===== src/rtl/imem_loader_if.sv =====
// -----------------------------------------------------------------------------
// imem_loader_if
//   Bundles the host byte stream and the instruction-RAM byte write port of the
//   instruction-memory loader.
//
//   Stream (host -> loader):
//     in_valid  in_data holds a byte
//     in_data   stream byte
//     in_ready  loader accepts a byte this cycle
//   RAM write port (loader -> RAM):
//     wr_en     byte write strobe, one cycle per byte
//     wr_addr   byte address
//     wr_data   byte to write
//
//   Modports:
//     slave   the loader (sinks the stream, drives the RAM write port)
//     master  the environment (host link and RAM)
// -----------------------------------------------------------------------------
interface imem_loader_if #(
  parameter int ADDR_W = 8
);
  logic              in_valid;
  logic [7:0]        in_data;
  logic              in_ready;
  logic              wr_en;
  logic [ADDR_W-1:0] wr_addr;
  logic [7:0]        wr_data;

  modport slave (
    input  in_valid,
    input  in_data,
    output in_ready,
    output wr_en,
    output wr_addr,
    output wr_data
  );

  modport master (
    output in_valid,
    output in_data,
    input  in_ready,
    input  wr_en,
    input  wr_addr,
    input  wr_data
  );
endinterface


===== src/rtl/imem_loader.sv =====
// -----------------------------------------------------------------------------
// imem_loader
//   Writer side of the byte-addressed instruction memory. Receives a framed
//   byte stream  SYNC_BYTE, len, payload[len], checksum  and writes each
//   payload byte into instruction RAM, one byte per write. The CPU is held in
//   reset (cpu_hold) until a frame arrives whose payload plus checksum sums to
//   zero modulo 256.
//
//   Parameters:
//     SYNC_BYTE  frame start marker
//     ADDR_W     instruction-memory byte-address width
//     BASE_ADDR  byte address of the first payload byte
//
//   Ports:
//     clk         system clock, rising edge
//     rst_n       asynchronous reset, active-low
//     start       1-cycle pulse, re-arms the loader from DONE or ERR
//     bus         stream + RAM write port (imem_loader_if.slave)
//     cpu_hold    1 = keep CPU/PC in reset
//     done        sticky, load completed with good checksum
//     err         sticky, checksum mismatch
//     byte_count  payload bytes written so far in the current frame
// -----------------------------------------------------------------------------
module imem_loader #(
  parameter logic [7:0]        SYNC_BYTE = 8'hA5,
  parameter int                ADDR_W    = 8,
  parameter logic [ADDR_W-1:0] BASE_ADDR = '0
) (
  input  logic              clk,
  input  logic              rst_n,
  input  logic              start,
  imem_loader_if.slave      bus,
  output logic              cpu_hold,
  output logic              done,
  output logic              err,
  output logic [ADDR_W:0]   byte_count
);

  typedef enum logic [2:0] {
    S_IDLE,
    S_LEN,
    S_DATA,
    S_CSUM,
    S_DONE,
    S_ERR
  } state_e;

  // A length byte of zero stands for a full 2^ADDR_W-byte image, which needs
  // one more bit than the address; len_q and byte_count_q carry that bit.
  localparam logic [ADDR_W:0] LEN_FULL = (ADDR_W+1)'(1) << ADDR_W;

  state_e            state_q, state_d;
  logic [7:0]        sum_q, sum_d;
  logic [ADDR_W:0]   len_q, len_d;
  logic [ADDR_W:0]   byte_count_q, byte_count_d;
  logic              wr_en_q, wr_en_d;
  logic [ADDR_W-1:0] wr_addr_q, wr_addr_d;
  logic [7:0]        wr_data_q, wr_data_d;
  logic              done_q, done_d;
  logic              err_q, err_d;
  logic              cpu_hold_q, cpu_hold_d;

  logic              in_ready;
  logic              accept;
  logic [ADDR_W:0]   count_inc;
  logic              last_byte;
  logic [7:0]        csum_total;
  logic              csum_ok;

  // ---------------------------------------------------------------------------
  // Shared decode
  // ---------------------------------------------------------------------------
  assign accept     = bus.in_valid && in_ready;
  assign count_inc  = byte_count_q + (ADDR_W+1)'(1);
  assign last_byte  = (count_inc == len_q);
  assign csum_total = sum_q + bus.in_data;
  assign csum_ok    = (csum_total == 8'h00);

  // ---------------------------------------------------------------------------
  // State register
  // ---------------------------------------------------------------------------
  // NOTE: sequential state is updated with non-blocking assignments only, so
  // every flop samples values from before the clock edge regardless of the
  // order the always_ff blocks are evaluated in.
  always_ff @(posedge clk or negedge rst_n) begin
    if (!rst_n) begin
      state_q <= S_IDLE;
    end else begin
      state_q <= state_d;
    end
  end

  // ---------------------------------------------------------------------------
  // Next-state logic
  // ---------------------------------------------------------------------------
  // NOTE: each always_comb assigns a default to everything it drives before
  // any branch, so no path can leave a signal unassigned and infer a latch.
  always_comb begin
    state_d = state_q;
    unique case (state_q)
      S_IDLE: begin
        // Anything other than the marker is line noise and is dropped.
        if (accept && (bus.in_data == SYNC_BYTE)) state_d = S_LEN;
      end
      S_LEN: begin
        if (accept) state_d = S_DATA;
      end
      S_DATA: begin
        if (accept && last_byte) state_d = S_CSUM;
      end
      S_CSUM: begin
        if (accept) state_d = csum_ok ? S_DONE : S_ERR;
      end
      S_DONE, S_ERR: begin
        if (start) state_d = S_IDLE;
      end
      default: state_d = S_IDLE;
    endcase
  end

  // ---------------------------------------------------------------------------
  // Output and datapath logic
  // ---------------------------------------------------------------------------
  always_comb begin
    in_ready     = 1'b0;
    sum_d        = sum_q;
    len_d        = len_q;
    byte_count_d = byte_count_q;
    wr_en_d      = 1'b0;
    wr_addr_d    = wr_addr_q;
    wr_data_d    = wr_data_q;
    done_d       = done_q;
    err_d        = err_q;
    cpu_hold_d   = cpu_hold_q;

    unique case (state_q)
      S_IDLE: begin
        in_ready = 1'b1;
        sum_d    = 8'h00;
      end
      S_LEN: begin
        in_ready = 1'b1;
        if (accept) begin
          len_d        = (bus.in_data == 8'h00) ? LEN_FULL
                                                : (ADDR_W+1)'(bus.in_data);
          byte_count_d = '0;
        end
      end
      S_DATA: begin
        in_ready = 1'b1;
        if (accept) begin
          // The write is registered: the strobe appears the cycle after the
          // byte is accepted. The address add truncates to ADDR_W bits, so
          // loads running past the top of memory wrap to zero.
          wr_en_d      = 1'b1;
          wr_addr_d    = BASE_ADDR + byte_count_q[ADDR_W-1:0];
          wr_data_d    = bus.in_data;
          sum_d        = csum_total;
          byte_count_d = count_inc;
        end
      end
      S_CSUM: begin
        in_ready = 1'b1;
        if (accept) begin
          if (csum_ok) begin
            done_d     = 1'b1;
            cpu_hold_d = 1'b0;
          end else begin
            err_d      = 1'b1;
          end
        end
      end
      S_DONE, S_ERR: begin
        if (start) begin
          done_d     = 1'b0;
          err_d      = 1'b0;
          cpu_hold_d = 1'b1;
        end
      end
      default: ;
    endcase
  end

  // ---------------------------------------------------------------------------
  // Datapath registers
  // ---------------------------------------------------------------------------
  always_ff @(posedge clk or negedge rst_n) begin
    if (!rst_n) begin
      sum_q        <= 8'h00;
      len_q        <= '0;
      byte_count_q <= '0;
      wr_en_q      <= 1'b0;
      wr_addr_q    <= '0;
      wr_data_q    <= 8'h00;
      done_q       <= 1'b0;
      err_q        <= 1'b0;
      cpu_hold_q   <= 1'b1;
    end else begin
      sum_q        <= sum_d;
      len_q        <= len_d;
      byte_count_q <= byte_count_d;
      wr_en_q      <= wr_en_d;
      wr_addr_q    <= wr_addr_d;
      wr_data_q    <= wr_data_d;
      done_q       <= done_d;
      err_q        <= err_d;
      cpu_hold_q   <= cpu_hold_d;
    end
  end

  // ---------------------------------------------------------------------------
  // Outputs
  // ---------------------------------------------------------------------------
  assign bus.in_ready = in_ready;
  assign bus.wr_en    = wr_en_q;
  assign bus.wr_addr  = wr_addr_q;
  assign bus.wr_data  = wr_data_q;
  assign cpu_hold     = cpu_hold_q;
  assign done         = done_q;
  assign err          = err_q;
  assign byte_count   = byte_count_q;

endmodule

===== src/flat_wrapper.sv =====
// flat-port wrapper written by rule: the top's interface ports become plain ports
module imem_loader_flat 
#(
  parameter logic [7:0]        SYNC_BYTE = 8'hA5,
  parameter int                ADDR_W    = 8,
  parameter logic [ADDR_W-1:0] BASE_ADDR = '0
)
  (clk, rst_n, start, cpu_hold, done, err, byte_count, bus_in_valid, bus_in_data, bus_in_ready, bus_wr_en, bus_wr_addr, bus_wr_data);
  imem_loader_if #(.ADDR_W(ADDR_W)) bus_i ();
  input  logic clk;
  input  logic rst_n;
  input  logic start;
  output logic cpu_hold;
  output logic done;
  output logic err;
  output logic [ADDR_W:0] byte_count;
  input wire logic [$bits(bus_i.in_valid)-1:0] bus_in_valid;
  input wire logic [$bits(bus_i.in_data)-1:0] bus_in_data;
  output wire logic [$bits(bus_i.in_ready)-1:0] bus_in_ready;
  output wire logic [$bits(bus_i.wr_en)-1:0] bus_wr_en;
  output wire logic [$bits(bus_i.wr_addr)-1:0] bus_wr_addr;
  output wire logic [$bits(bus_i.wr_data)-1:0] bus_wr_data;
  assign bus_i.in_valid = bus_in_valid;
  assign bus_i.in_data = bus_in_data;
  assign bus_in_ready = bus_i.in_ready;
  assign bus_wr_en = bus_i.wr_en;
  assign bus_wr_addr = bus_i.wr_addr;
  assign bus_wr_data = bus_i.wr_data;
  imem_loader #(.SYNC_BYTE(SYNC_BYTE), .ADDR_W(ADDR_W), .BASE_ADDR(BASE_ADDR)) u_core (.clk(clk), .rst_n(rst_n), .start(start), .bus(bus_i), .cpu_hold(cpu_hold), .done(done), .err(err), .byte_count(byte_count));
endmodule

===== config.mk =====
export PLATFORM = sky130hd
export DESIGN_NAME = imem_loader_flat
export DESIGN_NICKNAME = d
export VERILOG_FILES = /design/src/rtl/imem_loader_if.sv /design/src/rtl/imem_loader.sv /design/src/flat_wrapper.sv
export SDC_FILE = /design/constraint.sdc
export NUM_CORES = 1
export LEC_CHECK = 0
export CORE_UTILIZATION = 25
export CTS_BUF_LIST = sky130_fd_sc_hd__clkbuf_16
export DETAILED_ROUTE_END_ITERATION = 8
export GPL_ROUTABILITY_DRIVEN = 0
export GPL_TIMING_DRIVEN = 0
export SYNTH_ARGS = -nofsm -noshare
export SYNTH_HDL_FRONTEND = slang
export SYNTH_SLANG_ARGS = --single-unit

===== constraint.sdc =====
create_clock -name clk -period 5.7 [get_ports clk]
set_input_delay 1.425 -clock clk [delete_from_list [all_inputs] [get_ports clk]]
set_output_delay 1.425 -clock clk [all_outputs]
set_load 0.02 [all_outputs]

==> results of run 1 <==
worst min-delay path, delay by kind of cell (launching register included):
family / cells / cell delay (ns)
DFF: 1 / 0.34
and+or+nand+nor: 2 / 0.10
flip-flops by register name (all words and copies together), names as in the netlist:
register	cells
u_core.bus.wr_addr	8
u_core.bus.wr_data	8
u_core.bus.wr_en	1
u_core.byte_count	9
u_core.cpu_hold	1
u_core.done	1
u_core.err	1
u_core.len_q	9
u_core.state_q	3
u_core.sum_q	8
metrics by stage:
stage | util (%) | power, W | cell area (um2) | setup WS, ns
final | 33.03 | 0.001563 | 3410 | 1.721
after global placement | 31.33 | 0.001226 | 3234 | 1.444
after CTS | 33.03 | 0.001583 | 3410 | 1.742
after detailed placement | 31.47 | 0.001243 | 3249 | 1.449
after floorplan | - | 0.0009965 | 2664 | 2.327
after global routing | 33.03 | 0.001684 | 3410 | 1.570
layout make-up:
type | instances | share of cell area, %
tap | 136 | 4.991
clock inverter | 2 | 1.028
timing repair buffer | 41 | 12.18
sequential | 49 | 36.00
multi-input combinational | 210 | 38.72
inverter | 13 | 1.431
buffer | 14 | 1.982
clock buffer | 5 | 3.670
cells by family after synthesis:
| kind of cell | count (synthesis) | synth area share [%] |
|---|---|---|
| AOI/OAI and AO/OA | 57 | 14.00 |
| adders and majority gates | 9 | 4.509 |
| DFF | 49 | 46.08 |
| muxes | 7 | 2.959 |
| and+or+nand+nor | 118 | 21.84 |
| buffers and inverters | 27 | 4.368 |
| xor gates and xnor gates | 19 | 6.247 |
worst min-delay path by stage:
stage / end / slack [ns] / cells after the start
finish: u_core.bus.wr_addr[4]$_DFFE_PN0P_ / 0.47 / 2
global route: u_core.bus.wr_addr[4]$_DFFE_PN0P_ / 0.49 / 2
CTS: u_core.bus.wr_addr[4]$_DFFE_PN0P_ / 0.48 / 2
detailed placement: u_core.bus.wr_addr[4]$_DFFE_PN0P_ / 0.46 / 2
global placement: u_core.bus.wr_addr[3]$_DFFE_PN0P_ / 0.46 / 2
floorplan: u_core.sum_q[6]$_DFFE_PN0P_ / 0.45 / 2
layer usage:
metal / wire length, um / up-vias
li1: - / 1077
met5: 0 / -
met1: 3091 / 1079
met2: 3043 / 39
met3: 224 / 7
met4: 62 / 0
placed cells by master, fill, tap and decap left out, types with 6 or more instances in the layout:
master	n
xor2_1	7
nand2_1	67
nor2_1	12
clkdlybuf4s50_1	39
dfrtp_1	48
inv_1	11
xnor2_1	12
nand3_1	7
a21oi_1	6
ha_1	8
nor2b_1	6
clkbuf_1	8
mux2_2	7
o21ai_0	20
power breakdown:
| group | switching [W] | internal [W] | total [W] |
|---|---|---|---|
| Sequential | 0.0000787 | 0.000460 | 0.000539 |
| Clock | 0.000125 | 0.000204 | 0.000329 |
| Combinational | 0.000388 | 0.000308 | 0.000695 |
| Total | 0.000591 | 0.000972 | 0.00156 |
==> reports/qor.yml, run 1 <==
grt:
  met1_usage_pct: 16.54
  use_met3_pct: 2.412
  grt_max_degree: 38
  grt_first_pass_wirelength_um: 10970
  gr-total-overflow: 0
  antenna_found_initial: 0
  grt_use_total_pct: 12.43
  top_usage_layer: "met2"
  globalRouteMet2Util_pct: 20.72
  grt_pass1_vias: 2192
critical_path:
  endpoint: "u_core.state_q[0]$_DFFE_PN0P_"
  path_buf_inv: 2
  worstReg2RegEnd: "u_core.state_q[0]$_DFFE_PN0P_"
  slowest_delay_ns: 0.59
  cp_max_fo: 5
  critPathKind: "in2reg"
  startpoint: "bus_in_data[0]"
  r2r_slack_ns: 3.16
  path_cells: "clkdlybuf4s50_1, ha_1, inv_1, fa_1, nand2b_1, a21oi_1, xnor2_1, or3_1, nor4b_4, o211ai_2"
  crit_cells: 10
  arrival_ns: 4.14
  path_delay_family: "simple AND/OR/NAND/NOR gates"
  r2r_start: "u_core.sum_q[0]$_DFFE_PN0P_"
  crit_slowest_cell: "clkdlybuf4s50_1"
  end_kind: "register"
  cp.required_ns: 5.86
  worst_setup_path_start_kind: "primary input"
  reg2reg_depth: 9
min_path:
  hold_start: "u_core.bus.wr_addr[4]$_DFFE_PN0P_"
  hp-class: "reg2reg"
power:
  power.density_nw_per_um2: 458.4
  peakVddDrop_mv: 0.1739
  total_leakage_power_nw: 1.498
sta:
  period_needed_ns: 3.979
  setup-tns-final_ns: 0
  setup_viol: 0
  final_hold_viol_count: 0
  rsz0062_at_grt: "no"
  tightest_slew_ns: 0.6439
  maxClockFrequency_ghz: 0.2513
  timing.final.crit_share_pct: 69.81
  maxSlewViolCount: 0
  whs_ns: 0.4749
  relSlewSlack_pct: 56.79
  skew_ns: 0.004743
clock_network:
  hold_buffers: 0
  cts_buffer_depth: 2
  htreeDepth: 2
  cts_tree: "yes"
  worstSkewPairLatency_ns: 0.29
  cts_setup_buffers: 0
  clkSinkCount: 49
  ctsResizeCount: 0
  clk_pin_slew_ns: 0.07
  root_buffer: "clkbuf_16"
  cts_buffers: 5
logic_synthesis:
  synth_edf_count: 0
  ys_top_cells_by_area: "dfrtp_1 45%, nand2_1 9.4%, xnor2_1 3.9%"
  synth.cells.most_frequent: "67 x nand2_1, 48 x dfrtp_1, 20 x o21ai_0"
  synth_top_flop_cell: "dfrtp_1"
  async_flop_share_pct: 100.0
  yosys.cell_count.top_type: "nand2_1"
  ys_seq_elements: 49
  syn_nets: 307
  synth_top_area_share_pct: 45.09
  synth_area_leader_cell: "dfrtp_1"
  synth.cell_area_um2: 2664
  ys_seq_area_share_pct: 46.08
  ys_warn_count: 0
  synth_cells: 286
  synth_cell_types: 52
  syn_area_per_cell_um2: 9.314
floorplanning:
  die_h_um: 105.2
  rows: 37
  pin_count: 42
  initial_utilization_pct: 25.80
  core_region_area_um2: 10320
  die_area_um2: 11070
  dieWidth_um: 105.2
final_layout:
  nets: 355
  drive_gt1_share_pct: 8.683
  regArea_um2: 1227
  multiInputGateArea_um2: 1320
  nFillCells: 1079
  fin_cells: 470
  diodes: 0
  syn_to_final_growth_pct: 27.99
run:
  max_cap_viol_count: 0
run_status:
  status: "completed"
place:
  place_hpwl_um: 4852
  dp.cells: 463
  port_buffers: 40
drt:
  remaining_drc_errors: 0
  wl_um: 6422
  vias_per_cell: 4.685
  drt-initial-drc-count: 86
  first_pass_iters: 4
  postRouteAntennaNets: 0
  num_vias: 2202
  avgRoutedWirePerCell_um: 13.66
No activity file was read; power rests on OpenSTA's default activity.
==> run 2, diff against run 1 <==
- clock period: 5.7 -> 3.85 ns (I/O delays scaled with it)
==> results of run 2 <==
The final DEF is identical to that of run 1. Status: completed.
Among the figures that moved: setup slack after placement 1.449 ns -> 0.06147 ns; setup slack after layout 1.721 ns -> 0.3332 ns; register-to-register setup slack 3.16 ns -> 1.31 ns; total power 0.001563 W -> 0.002314 W; worst IR drop on VDD 0.1739 mV -> 0.2575 mV
==> run 3, diff against run 2 <==
- CORE_UTILIZATION: 25 -> 32
==> run 3 against run 2 <==
Clock skew increased by 0.0012 ns; global-route usage rose by 3.3 points; sequential share of layout area rose by 0.76 points; routed wire length down 3.8%; largest cell class unchanged; largest power group unchanged; highest routed layer unchanged.
==> reports/qor.yml, run 3 (synthesis gave the netlist of run 1 again) <==
min_path:
  worstHoldPathCells: 2  # unchanged
  hold_start: "u_core.bus.wr_data[4]$_DFFE_PN0P_"
  hold_end: "u_core.bus.wr_data[4]$_DFFE_PN0P_"
  hp-class: "reg2reg"
critical_path:
  reg2reg_depth: 9  # unchanged
  r2r_start: "u_core.sum_q[0]$_DFFE_PN0P_"
  worst_setup_path_start_kind: "primary input"
  r2r_slack_ns: 1.29
  end_kind: "register"
  cp_max_fo: 5  # unchanged
  cp.required_ns: 4.01
  critPathKind: "in2reg"
  arrival_ns: 3.66
  worstReg2RegEnd: "u_core.err$_DFFE_PN0P_"
final_layout:
  nFillCells: 788  # -27%
  nets: 355  # unchanged
  fin_util_pct: 42.34  # +9.3 points
  syn_to_final_growth_pct: 25.36
  layout_commonest_cell: "nand2_1"
  final_cell_mix: "67 x nand2_1, 48 x dfrtp_1, 39 x clkdlybuf4s50_1, 20 x o21ai_0"
  drive_gt1_share_pct: 8.084  # -0.60 points
  diodes: 0  # unchanged
clock_network:
  worstSkewPairLatency_ns: 0.28  # about the same
  clkSinkCount: 49  # unchanged
  cts_buffers: 5  # unchanged
  cts_buffer_depth: 2  # unchanged
  root_buffer: "clkbuf_16"
  htreeDepth: 2  # unchanged
  hold_buffers: 0  # unchanged
  cts_setup_buffers: 0  # unchanged
  cts_tree: "yes"
  ctsResizeCount: 0  # unchanged
  clk_pin_slew_ns: 0.06  # about the same
grt:
  antenna_found_initial: 0  # unchanged
  gr-total-overflow: 0  # unchanged
  grt_max_degree: 27  # -29%
  grt_use_total_pct: 15.75  # +3.3 points
  grt_first_pass_wirelength_um: 10720  # -2.3%
  grt_pass1_vias: 2157  # -1.6%
power:
  peakVddDrop_mv: 0.2946
  p_total_w: 0.002232
  total_leakage_power_nw: 1.487  # -0.74%
  power.density_nw_per_um2: 668.2
sta:
  timing.final.crit_share_pct: 90.94
  setup-tns-final_ns: 0  # unchanged
  rsz0062_at_grt: "no"
  final_hold_viol_count: 0  # unchanged
  setup_ws_ns: 0.3490
  maxSlewViolCount: 0  # unchanged
  whs_ns: 0.4776  # +0.002648 ns
  skew_ns: 0.005959  # +0.001216 ns
  tightest_slew_ns: 0.5850  # -0.05894 ns
  period_needed_ns: 3.501
  relSlewSlack_pct: 60.74  # +4.0 points
  setup_viol: 0  # unchanged
  maxClockFrequency_ghz: 0.2856
drt:
  avgRoutedWirePerCell_um: 14.16  # +3.7%
  first_pass_iters: 4  # unchanged
  remaining_drc_errors: 0  # unchanged
  wl_um: 6175  # -3.8%
  num_vias: 2175  # -1.2%
  vias_per_cell: 4.989  # +6.5%
  postRouteAntennaNets: 0  # unchanged
  drt-initial-drc-count: 105  # +22%
floorplanning:
  die_h_um: 93.24  # -11%
  pin_count: 42  # unchanged
  initial_utilization_pct: 33.77  # +8.0 points
  core_region_area_um2: 7888  # -24%
  rows: 32  # -14%
  die_area_um2: 8694  # -21%
  dieWidth_um: 93.24  # -11%
run_status:
  status: "completed"
place:
  dp_slack_ns: 0.05002
  port_buffers: 40  # unchanged
  place_hpwl_um: 4581  # -5.6%
run:
  max_cap_viol_count: 0  # unchanged
run 3: cell types whose count changed in the layout (fill, tap and decap cells not counted):
cell,change
clkinv_2,-1
inv_1,+1
clkinv_1,+1
bufinv_16,-1
run 3: layout make-up:
class / count / area, um2 / share of cell area [%]
Multi-Input combinational cell: 210 / 1320 / 39.53
Sequential cell: 49 / 1227 / 36.76
Timing Repair Buffer: 41 / 415.4 / 12.44
Tap cell: 102 / 127.6 / 3.822
Clock buffer: 5 / 125.1 / 3.747
Buffer: 14 / 67.56 / 2.023
Inverter: 13 / 48.80 / 1.461
Clock inverter: 2 / 7.507 / 0.2248
run 3: worst max path at each step:
stage | cells past startpoint | from | slack, ns | endpoint
after CTS | 10 | bus_in_data[0] | 0.34 | u_core.state_q[0]$_DFFE_PN0P_
final | 10 | bus_in_data[0] | 0.35 | u_core.err$_DFFE_PN0P_
after detailed placement | 10 | bus_in_data[0] | 0.05 | u_core.err$_DFFE_PN0P_
after global routing | 10 | bus_in_data[0] | 0.16 | u_core.err$_DFFE_PN0P_
after floorplan | 9 | bus_in_data[0] | 0.94 | u_core.state_q[0]$_DFFE_PN0P_
after global placement | 10 | bus_in_data[0] | 0.08 | u_core.state_q[0]$_DFFE_PN0P_
run 3: critical path: stages:
cell	delay, ns
clkdlybuf4s50_1	0.58
ha_1	0.22
inv_1	0.06
fa_1	0.40
nand2b_1	0.16
a21oi_1	0.27
xnor2_1	0.14
or3_1	0.36
nor4b_4	0.39
o31ai_1	0.12
run 3: metrics by stage:
| step | cell area [um2] | cells |
|---|---|---|
| after global routing | 3339 | 436 |
| final | 3339 | 436 |
| after global placement | 3192 | 428 |
| after floorplan | 2664 | 286 |
| after detailed placement | 3207 | 429 |
| after CTS | 3339 | 436 |
run 3: where the power goes:
part / switching, W / leakage [nW] / internal [W] / total (W)
sequential: 0.000115 / 0.636 / 0.000681 / 0.000796
clock: 0.000175 / 0.0685 / 0.000233 / 0.000408
combinational: 0.000571 / 0.782 / 0.000457 / 0.00103
run 3: metal layers:
metal  GRT usage (%)  share of wire [%]
met1           21.87                 49
met5               0                  0
met2           25.80                 46
met4           2.692               0.55
met3           3.008                3.9
==> edit: new RTL, flow settings as in run 3 <==
`sum_q`, `wr_addr_q` and `wr_data_q` no longer have a reset.
--- a/src/rtl/imem_loader.sv
+++ b/src/rtl/imem_loader.sv
@@ -187,24 +187,24 @@
   always_ff @(posedge clk or negedge rst_n) begin
     if (!rst_n) begin
-      sum_q        <= 8'h00;
       len_q        <= '0;
       byte_count_q <= '0;
       wr_en_q      <= 1'b0;
-      wr_addr_q    <= '0;
-      wr_data_q    <= 8'h00;
       done_q       <= 1'b0;
       err_q        <= 1'b0;
       cpu_hold_q   <= 1'b1;
     end else begin
-      sum_q        <= sum_d;
       len_q        <= len_d;
       byte_count_q <= byte_count_d;
       wr_en_q      <= wr_en_d;
-      wr_addr_q    <= wr_addr_d;
-      wr_data_q    <= wr_data_d;
       done_q       <= done_d;
       err_q        <= err_d;
       cpu_hold_q   <= cpu_hold_d;
     end
+  end
+
+  always_ff @(posedge clk) begin
+    sum_q     <= sum_d;
+    wr_addr_q <= wr_addr_d;
+    wr_data_q <= wr_data_d;
   end
 
Function: differs if rst_n is asserted again (counterexample within 4 cycles, from zero or initial values and one cycle with rst_n low); with rst_n held inactive, the same outputs for 4 cycles.
==> edit against run 3 <==
Core utilization up 0.54 points. Sequential cell count stayed put. Synthesized area decreased by 6.2%. Clock power is 5.6% higher. Final area shrank 4.9%. Routed wire length is 12% lower. Critical path depth down 1. Power increased by 0.60%. Setup slack better by 0.032 ns.
==> edit: results (changes against run 3) <==
| Metric | Value |
|---|---|
| Clk. pwr | 431 uW (was 408 uW) |
| Met1 WL | 2650 um (was 3050 um) |
| Post-placement cell area | 3030 um2 (was 3210 um2) |
| DR WL/cell | 14.7 um (was 14.2 um) |
| Worst Setup EP | u_core.state_q[0]$_DFFE_PN0P_ (was u_core.err$_DFFE_PN0P_) |
| Met1 Use GR | 20.5% (was 21.9%) |
| Number of flops mapped to enable cells by yosys | 24 (was 0) |
| Vias | 1,852 (was 2,175) |
| Async set-reset flop share out of synthesis | 51.0% (was 100%) |
| Vias in the first global route | 1,830 (was 2,157) |
| Worst path top cell family by delay | compound AO/OA/AOI/OAI gates (was simple AND/OR/NAND/NOR gates) |
| Final Skew | 0.00390 ns (was 0.00596 ns) |
| 1st-iter DRT viols | 104 (was 105) |
| Reg2Reg Depth | 7 (was 9) |
| Worst vdd ir | 0.308 mV (was 0.295 mV) |
| Pleak | 1.18 nW (was 1.49 nW) |
| Met3 Wirelength | 195 um (was 243 um) |
| Post-Route WL | 5410 um (was 6180 um) |
| Hold Path Stages | 0 (was 2) |
| Comb power | 971 uW (was 1.03 mW) |
| Status | completed (unchanged) |
| Final net count | 289 (was 355) |
| Hold Path End | u_core.bus.wr_addr[5]$_DFFE_PP_ (was u_core.bus.wr_data[4]$_DFFE_PN0P_) |
| RR Endpoint | u_core.byte_count[5]$_DFFE_PN0P_ (was u_core.err$_DFFE_PN0P_) |
| Register area share after synthesis | 53.9% (was 46.1%) |
| Rel. slew slack | 12.9% (was 60.7%) |
| Share of cells above drive strength 1 | 10.0% (was 8.08%) |
| Placed Cells incl. Taps | 360 (was 429) |
| Routed wl met2 | 2490 um (was 2850 um) |
| Top cells by area, synth | edfxtp_1 (29%), dfrtp_1 (24%), ha_1 (4.0%) (was dfrtp_1 (45%), nand2_1 (9.4%), xnor2_1 (3.9%)) |
==> edit: changes by cell type after synthesis, sizes merged, moves of 5 or more <==
cell / run 3 / this run
and2: 0 / 6
buf: 6 / 1
dfrtp: 48 / 24
edfxtp: 0 / 24
nand2: 67 / 15
nor2: 13 / 19
==> edit: logic make-up after synthesis <==
group / after synthesis / share of synthesized area, %
muxes: 8 / 3.56
adders and majority gates: 9 / 4.81
and+or+nand+nor: 70 / 14.9
AOI/OAI and AO/OA: 54 / 14.9
DFF: 49 / 53.9
xor gates and xnor gates: 16 / 5.61
buffers and inverters: 14 / 2.25
==> edit: final cells by class <==
type	instances	area [um2]	area share (%)
plain buffers	6	26.3	0.827
clock buffers	5	125	3.94
clock inverters	3	18.8	0.591
inverters	8	30.0	0.945
multi-input cells	157	1090	34.5
flip-flops and latches	49	1350	42.4
well taps	99	124	3.90
repair buffers	41	410	12.9
